[config.mk]
export PLATFORM = sky130hd
export DESIGN_NAME = psk_frame_packer
export DESIGN_NICKNAME = d
export VERILOG_FILES = /design/src/rtl/psk_frame_packer.sv
export SDC_FILE = /design/constraint.sdc
export NUM_CORES = 1
export LEC_CHECK = 0
export ABC_CLOCK_PERIOD_IN_PS = 4780
export BUFFER_PORTS_ARGS = -buffer_cell sky130_fd_sc_hd__buf_4
export CAP_MARGIN = 20
export CELL_PAD_IN_SITES_DETAIL_PLACEMENT = 1
export CELL_PAD_IN_SITES_GLOBAL_PLACEMENT = 2
export CORE_UTILIZATION = 40
export CTS_CLUSTER_SIZE = 24
export DETAILED_ROUTE_END_ITERATION = 8
export PLACE_DENSITY_LB_ADDON = 0.3
export RECOVER_POWER = 100
export SLEW_MARGIN = 10
export SYNTH_ARGS = -nofsm -noshare
export SYNTH_HDL_FRONTEND = slang
export SYNTH_SLANG_ARGS = --single-unit
[constraint.sdc]
create_clock -name s_axis_aclk -period 4.78 [get_ports s_axis_aclk]
set_input_delay 0.239 -clock s_axis_aclk [delete_from_list [all_inputs] [get_ports s_axis_aclk]]
set_output_delay 0.239 -clock s_axis_aclk [all_outputs]
set_load 0.05 [all_outputs]
[src/rtl/psk_frame_packer.sv]
// PSK air-frame packer: preamble, sync word, payload bytes and a CRC-8 trailer,
// emitted as an AXI-Stream byte stream qualified by the shared clock enable.
module psk_frame_packer #(
  parameter int unsigned PREAMBLE_LEN  = 8,
  parameter logic [7:0]  PREAMBLE_BYTE = 8'h55,
  parameter logic [15:0] SYNC_WORD     = 16'hD391,
  parameter int unsigned MAX_PAYLOAD   = 255,
  parameter logic [7:0]  CRC_POLY      = 8'h07
) (
  input  logic       s_axis_aclk,
  input  logic       s_axis_aresetn,
  input  logic       s_axis_aclken,
  input  logic [7:0] s_axis_tdata,
  input  logic       s_axis_tvalid,
  output logic       s_axis_tready,
  input  logic       s_axis_tlast,
  output logic [7:0] m_axis_tdata,
  output logic       m_axis_tvalid,
  input  logic       m_axis_tready,
  output logic       m_axis_tlast,
  output logic       m_axis_tuser
);

  localparam int PRE_W = $clog2(PREAMBLE_LEN + 1);
  localparam int PAY_W = $clog2(MAX_PAYLOAD + 1);
  localparam logic [PRE_W-1:0] PRE_LAST = PRE_W'(PREAMBLE_LEN - 1);
  localparam logic [PAY_W-1:0] PAY_LAST = PAY_W'(MAX_PAYLOAD - 1);

  typedef enum logic [2:0] {
    ST_IDLE,
    ST_PRE,
    ST_SYNC,
    ST_PAY,
    ST_CRC
  } state_t;

  state_t           state_q,    state_d;
  logic [PRE_W-1:0] pre_cnt_q,  pre_cnt_d;
  logic [PAY_W-1:0] pay_cnt_q,  pay_cnt_d;
  logic             sync_sel_q, sync_sel_d;
  logic [7:0]       crc_q,      crc_d;
  logic [7:0]       tdata_q,    tdata_d;
  logic             tvalid_q,   tvalid_d;
  logic             tlast_q,    tlast_d;
  logic             tuser_q,    tuser_d;
  logic             ld;
  logic             accept;

  function automatic logic [7:0] crc8_update(input logic [7:0] crc, input logic [7:0] data);
    logic [7:0] v;
    v = crc ^ data;
    for (int i = 0; i < 8; i++) begin
      v = v[7] ? ((v << 1) ^ CRC_POLY) : (v << 1);
    end
    return v;
  endfunction

  // The output register may only be reloaded when empty or being drained.
  assign ld            = s_axis_aclken & (~tvalid_q | m_axis_tready);
  assign s_axis_tready = (state_q == ST_PAY) & (~tvalid_q | m_axis_tready);
  assign accept        = ld & s_axis_tvalid & s_axis_tready;

  always_comb begin
    state_d    = state_q;
    pre_cnt_d  = pre_cnt_q;
    pay_cnt_d  = pay_cnt_q;
    sync_sel_d = sync_sel_q;
    crc_d      = crc_q;
    tdata_d    = tdata_q;
    tvalid_d   = tvalid_q;
    tlast_d    = tlast_q;
    tuser_d    = tuser_q;
    if (ld) begin
      tvalid_d = 1'b0;
      tlast_d  = 1'b0;
      tuser_d  = 1'b0;
      case (state_q)
        ST_IDLE: begin
          // Frame start is triggered by tvalid alone; the byte itself waits for PAY.
          if (s_axis_tvalid) begin
            tdata_d    = PREAMBLE_BYTE;
            tvalid_d   = 1'b1;
            tuser_d    = 1'b1;
            pre_cnt_d  = PRE_W'(1);
            pay_cnt_d  = '0;
            crc_d      = 8'h00;
            sync_sel_d = 1'b0;
            state_d    = (PREAMBLE_LEN == 1) ? ST_SYNC : ST_PRE;
          end
        end
        ST_PRE: begin
          tdata_d   = PREAMBLE_BYTE;
          tvalid_d  = 1'b1;
          pre_cnt_d = pre_cnt_q + PRE_W'(1);
          if (pre_cnt_q == PRE_LAST) begin
            state_d = ST_SYNC;
          end
        end
        ST_SYNC: begin
          tvalid_d = 1'b1;
          if (!sync_sel_q) begin
            tdata_d    = SYNC_WORD[15:8];
            sync_sel_d = 1'b1;
          end else begin
            tdata_d    = SYNC_WORD[7:0];
            sync_sel_d = 1'b0;
            pay_cnt_d  = '0;
            crc_d      = 8'h00;
            state_d    = ST_PAY;
          end
        end
        ST_PAY: begin
          // No input byte this enable leaves a bubble; the frame simply waits.
          if (accept) begin
            tdata_d   = s_axis_tdata;
            tvalid_d  = 1'b1;
            crc_d     = crc8_update(crc_q, s_axis_tdata);
            pay_cnt_d = pay_cnt_q + PAY_W'(1);
            if (s_axis_tlast || (pay_cnt_q == PAY_LAST)) begin
              state_d = ST_CRC;
            end
          end
        end
        ST_CRC: begin
          tdata_d  = crc_q;
          tvalid_d = 1'b1;
          tlast_d  = 1'b1;
          state_d  = ST_IDLE;
        end
        default: state_d = ST_IDLE;
      endcase
    end
  end

  always_ff @(posedge s_axis_aclk or negedge s_axis_aresetn) begin
    if (!s_axis_aresetn) begin
      state_q    <= ST_IDLE;
      pre_cnt_q  <= '0;
      pay_cnt_q  <= '0;
      sync_sel_q <= 1'b0;
      crc_q      <= 8'h00;
      tdata_q    <= 8'h00;
      tvalid_q   <= 1'b0;
      tlast_q    <= 1'b0;
      tuser_q    <= 1'b0;
    end else begin
      state_q    <= state_d;
      pre_cnt_q  <= pre_cnt_d;
      pay_cnt_q  <= pay_cnt_d;
      sync_sel_q <= sync_sel_d;
      crc_q      <= crc_d;
      tdata_q    <= tdata_d;
      tvalid_q   <= tvalid_d;
      tlast_q    <= tlast_d;
      tuser_q    <= tuser_d;
    end
  end

  assign m_axis_tdata  = tdata_q;
  assign m_axis_tvalid = tvalid_q;
  assign m_axis_tlast  = tlast_q;
  assign m_axis_tuser  = tuser_q;

endmodule

==> results.md, run 1 <==
- Status: finished with violations
- Failing checks: capacitance limit, slew limit
- Net count after synthesis: 223
- Ant diodes: 0
- Die Y: 74.5 um
- DRT antenna net count: 0
- Routability congestion estimate: 0.858
- GR Overflow Total: 0
- Register area: 876 sq um
- Worst-Margin Slew: 1990 ps
- Pwr Density: 504 mW/mm^2
- Min-Delay Path Class: primary input to flip-flop
- Dpl hpwl: 4020 um
- Crit start category: flip-flop
- Share of the synthesized area in the top cell type: 41.7%
- Leading area contributor after synthesis: dfrtp_1
- CTS tree: done
- CP max FO: 17
- Final Hold Fails: 0
- Vias in the first global route: 1799
- Clk buf depth: 2
- Number of synthesized register bits: 35
- Clock root buffer: clkbuf_8
- Core area: 0.00507 sq mm
- Total Nets Final: 248
- Crit share post-route: 50.0%
- Peak supply drop: 0.000186 V
- HP Start: s_axis_tdata[0]
- Final setup skew: 7.96 ps
- Clk slew on worst S/H paths: 80 ps
- CP Capture Type: flip-flop
- Worst Path Required: 4950 ps
- Critical path class: flip-flop to flip-flop
- Die width: 74.5 um
- Max-Cap Viols: 1
- Final core occ: 46.9%
- Distinct cells, synth: 50
- Register-to-register setup slack: 2390 ps
- Synth top cells by count: dfrtp_1 (35), o21ai_0 (18), xnor2_1 (14), nand2_1 (13), inv_1 (10)
- Final WL: 5440 um
- R2R depth: 4
- Starting density of the core: 41.4%
- Initial antenna violation count: 0
- CTS Buf Count: 5
- Post-synthesis cell area: 0.00210 sq mm
- Top-count cell post-synth: dfrtp_1
- Final Max Slew Viols: 36
- Final worst path period need: 2390 ps
- Die area: 0.00555 sq mm
- Post-DR vias/cell: 5.65
- Post-synthesis sequential area ratio: 41.7%
- DRC viols: 0
- Asr flop ratio synth: 100%
- Skew-Pair Late Insertion Delay: 290 ps
- Largest net degree at the start of global routing: 36
- First-pass GRT wire length: 9160 um
- Worst r2r dst: m_axis_tdata[5]
- Multi-input gate area: 0.00114 sq mm
- Syn Area/Cell: 10.2 sq um
- Leak pwr: 1.04 nW
- Num Clock Sinks: 35
- # rows: 26
- Critical path data arrival time: 2560 ps
- Drt pass-1 iters: 4
- Relative slew slack: -32.7%
- 1st-iter DRT viols: 82
- Hold path cells: 3
- Number of setup violations in the final report: 0
- Total track usage: 22.1%
- Share of post-route cells with drive strength above 1: 12.5%
- Hold Path Sink: m_axis_tdata[0]
- Vias: 1706
- Fill count: 598
- RSZ-0062 raised after global routing: false
- Synth Flop Type: dfrtp_1
- Setup tns final: 0 ps
- Routed len/inst: 18.0 um
- Worst reg2reg path startpoint: state_q[2]
- I/O pin count: 26
- Yosys warns: 0
- Top cells by area, synth: dfrtp_1 (42%), xnor2_1 (5.8%), o21ai_0 (4.3%), xnor3_1 (4.3%), mux2_2 (3.2%)
- Port Buf Inserts: 25
- Syn-to-layout area delta: 13.3%
- Post-synth EDFFs: 0
- Max frequency: 418 MHz
- Htree depth: 2
- Post-Syn Instances: 206
## report_power, final
group,internal (mW),switching [mW]
Combinational,0.233,0.273
Sequential,0.375,0.108
Clock,0.102,0.111
Total,0.709,0.491
## cells in the final DEF, fill, tap and decap left out, drive strengths merged, types with 2 or more instances in the layout
master	Yosys	routed
dfrtp	35	35
clkbuf	4	19
o21ai	18	18
xnor2	16	16
nand2	13	13
buf	4	12
inv	11	11
nand3	7	7
nor2b	6	6
nor2	6	6
mux2	6	6
o2bb2ai	6	6
or3	5	5
a21oi	4	4
and3	4	4
a31oi	4	4
xnor3	4	4
a211oi	4	4
nand2b	3	3
mux2i	3	3
a211o	3	3
nor3	3	3
a22o	3	3
ha	3	3
o22ai	2	2
and3b	2	2
a2bb2oi	2	2
o211ai	2	2
and4	2	2
nor4	2	2
and2	2	2
a21o	2	2
a41oi	2	2
## worst max-delay path by stage
stage,depth (start not counted),start,to
3_5_place_dp,4,state_q[2],m_axis_tdata[3]
2_1_floorplan,6,m_axis_tvalid,crc_q[5]
4_1_cts,4,state_q[2],m_axis_tdata[5]
6_report,4,state_q[2],m_axis_tdata[5]
3_3_place_gp,4,state_q[2],m_axis_tdata[3]
5_1_grt,2,s_axis_aresetn,m_axis_tdata[5]
## layer usage
| metal | track usage (%) | vias to the layer above | share of wire (%) |
|---|---|---|---|
| li1 | - | 801 | - |
| met1 | 30.6 | 873 | 48 |
| met2 | 35.8 | 26 | 48 |
| met3 | 4.20 | 6 | 3.3 |
| met4 | 5.03 | 0 | 0.86 |
| met5 | 0 | - | 0 |
## state kept, by name, summed over array words and instances (netlist names)
signal	cells
crc_q	8
m_axis_tlast	1
pre_cnt_q	4
m_axis_tvalid	1
state_q	3
sync_sel_q	1
pay_cnt_q	8
m_axis_tuser	1
m_axis_tdata	8
## cell type report
| cell class | count | share of cell area [%] |
|---|---|---|
| Tap cell | 70 | 3.68 |
| Multi-Input combinational cell | 152 | 48.0 |
| Clock inverter | 2 | 0.525 |
| Inverter | 11 | 1.73 |
| Clock buffer | 6 | 3.05 |
| Timing Repair Buffer | 26 | 6.25 |
| Sequential cell | 35 | 36.8 |
## cells by family after synthesis
family                   share of synthesized area (%)
AO/OA/AOI/OAI                                     18.8
XOR/XNOR                                          13.2
adder cells (fa/ha/maj)                           1.79
buffers and inverters                             3.75
flip-flops                                        41.7
multiplexers                                      4.64
AND/OR/NAND/NOR                                   16.2
## stage by stage
| stage | area, sq um | worst slack (ps) | cells | power, mW | hold WS, ps |
|---|---|---|---|---|---|
| after CTS | 2430 | 2680 | 302 | 1.22 | 322 |
| after floorplan | 2100 | 2790 | 206 | 0.864 | -56.6 |
| after global placement | 2340 | 2730 | 293 | 0.981 | 228 |
| after detailed placement | 2340 | 2690 | 293 | 1.00 | 229 |
| after global routing | 2380 | 2120 | 302 | 1.28 | 347 |
| final | 2380 | 2390 | 302 | 1.20 | 327 |
## critical path, cell delays in order, from the launching register on
cell,delay [ps]
dfrtp_1,550
and2b_1,360
o21ai_0,110
a21oi_1,840
mux2_2,410
## timing repair
| item | CTS | global route |
|---|---|---|
| buffers inserted | 0 | 0 |
| resized for setup | 0 | 0 |
| endpoints found under the hold margin | 35 | 0 |
| hold buffers | 1 | 0 |
No activity file was read; power rests on OpenSTA's default activity.
==> inputs of run 2 (changes only) <==
- ABC_CLOCK_PERIOD_IN_PS: 4780 -> 2400
- CORE_UTILIZATION: 40 -> 37
- clock period: 4.78 -> 2.4 ns (I/O delays scaled with it)
==> run 2 against run 1 <==
Compared with the run above: the flow now finishes without violations; core utilization is 2.4 points lower; via count is 0.23% lower; sequential share of layout area down 1.0 points; critical endpoint is now s_axis_tready; first-iteration DRC count fell by 43%; largest power group unchanged; largest cell class unchanged; sequential power up 96%.
==> results.md, run 2 (synthesis gave the netlist of run 1 again) <==
- Status: finished, final reports clean
- CP max FO: 10 (-7)
- Post-CTS setup buffers: 0 (unchanged)
- RSZ-0062 raised after global routing: false
- Final setup skew: 6.80 ps (-1.16 ps)
- Cell Chain, Critical Path: clkbuf_1 > nand3b_1 > nor2_1 > clkbuf_1
- Most frequent cells in the layout: dfrtp_1 (35), o21ai_0 (18), clkbuf_1 (16)
- Max-Cap Viols: 0 (-1)
- Largest net degree at the start of global routing: 36 (unchanged)
- Routability congestion estimate: 0.782 (-8.8%)
- Number of setup violations in the final report: 0 (unchanged)
- Final core occ: 44.5% (-2.4 points)
- 1st-iter DRT viols: 47 (-43%)
- Crit share post-route: 89.4%
- Num Clock Sinks: 35 (unchanged)
- Leak pwr: 1.08 nW (+3.9%)
- Final setup margin: 254 ps (-2140 ps)
- Post-CTS sizing: 0 (unchanged)
- Starting density of the core: 38.2% (-3.2 points)
- Commonest non-fill, non-tap cell in the layout: dfrtp_1
- DP Worst Slack: 361 ps (-2330 ps)
- First-pass GRT wire length: 8960 um (-2.2%)
- Total chip power: 2.47 mW (+110%)
- Final WL: 5430 um (-0.17%)
- Min-Delay Path Class: primary input to flip-flop
- Total Nets Final: 256 (+3.2%)
- Vias in the first global route: 1768 (-1.7%)
- CTS Buf Count: 5 (unchanged)
- Die width: 77.4 um (+3.9%)
- I/O pin count: 26 (unchanged)
- DRT antenna net count: 0 (unchanged)
- Fill count: 645 (+7.9%)
- Clock root buffer: clkbuf_8
- Final Hold Fails: 0 (unchanged)
- Crit start category: flip-flop
- Final Max Slew Viols: 0 (-100%)
- Most used cell, CP: clkbuf_1
- Htree depth: 2 (unchanged)
- CP delay by family, top: buffers and inverters
- Clk slew on worst S/H paths: 70 ps (about the same)
- Crit-path max cell delay: 480 ps (-360 ps)
- Setup tns final: 0 ps (unchanged)
- CP max stage cell: dfrtp_1
- Placed Area: 0.00240 sq mm (+2.7%)
- Drt pass-1 iters: 4 (unchanged)
- Final worst path period need: 2150 ps
- Worst-Margin Slew: 902 ps (-1090 ps)
- Post-DR vias/cell: 5.46 (-3.4%)
- Dpl hpwl: 3930 um (-2.4%)
- Peak supply drop: 0.000383 V (+110%)
- CP Capture Type: output pin
- CTS tree: done
- Die Y: 77.4 um (+3.9%)
- Ant diodes: 0 (unchanged)
- Share of post-route cells with drive strength above 1: 15.0% (+2.5 points)
- # hold bufs at CTS: 1 (unchanged)
- Port Buf Inserts: 25 (unchanged)
- CP Buf/Inv Count: 2 (+2)
- # rows: 27 (+3.8%)
- Relative slew slack: 39.9% (+73 points)
- Routed len/inst: 17.4 um (-3.4%)
- Max frequency: 466 MHz
- Die area: 0.00599 sq mm (+7.9%)
- GR Overflow Total: 0 (unchanged)
- Initial antenna violation count: 0 (unchanged)
- Cell area after layout: 0.00245 sq mm (+2.9%)
- DRC viols: 0 (unchanged)
- Syn-to-layout area delta: 16.6%
- Pwr Density: 1010 mW/mm^2 (+100%)
- Core area: 0.00551 sq mm (+8.5%)
- Vias: 1702 (-0.23%)
- Total track usage: 19.5% (-2.6 points)
- Critical path data arrival time: 2030 ps (-530 ps)
- Critical path class: flip-flop to output pin
- Clk buf depth: 2 (unchanged)
- Worst Path Required: 2280 ps (-2670 ps)
- Skew-Pair Late Insertion Delay: 290 ps (about the same)
## run 2: cell types whose count changed in the layout (fill, tap and decap cells not counted), sizes merged
cell / change
clkbuf: +7
buf: +3
clkinv: -1
clkinvlp: -1
## run 2: path summary, 6_finish.rpt
path                            startpoint         endpoint  slack [ps]  depth (start not counted)
max in group asynchronous   s_axis_aresetn     pay_cnt_q[4]        1340                          2
max                             state_q[2]    s_axis_tready         250                          4
max reg2reg                     state_q[0]  m_axis_tdata[1]         310                          5
min in group asynchronous   s_axis_aresetn       sync_sel_q         490                          2
min reg2reg                   pay_cnt_q[7]     pay_cnt_q[7]         490                          1
min                        s_axis_tdata[0]  m_axis_tdata[0]         180                          3
## run 2: tightest hold or removal path, cell delays in order
cell,delay (ps)
buf_4,90
o22ai_1,80
mux2i_1,130
## run 2: area by class of cell
| cell class | instances | area, sq um | area share, % |
|---|---|---|---|
| clock buffers | 8 | 100 | 4.08 |
| inverters | 11 | 41.3 | 1.68 |
| multi-input cells | 152 | 1150 | 46.8 |
| flip-flops and latches | 35 | 876 | 35.7 |
| well taps | 72 | 90.1 | 3.68 |
| repair buffers | 34 | 196 | 8.01 |
## run 2: stage by stage
stage / hold slack [ps] / cells
finish: 175 / 312
global route: 192 / 312
CTS: 161 / 312
detailed placement: 118 / 303
global placement: 114 / 303
floorplan: -176 / 206
## run 2: layer usage
metal	track usage, %	vias up	wire (um)
met2	31.2	23	2570
met4	5.66	0	51
met1	26.8	860	2660
met3	3.53	5	149
met5	0	-	0
li1	-	814	-
## run 2: report_power, final
part           switching [mW]  total, mW  internal, mW
sequential              0.198      0.944         0.746
clock                   0.217      0.479         0.262
combinational           0.564       1.05         0.481
total                   0.979       2.47          1.49
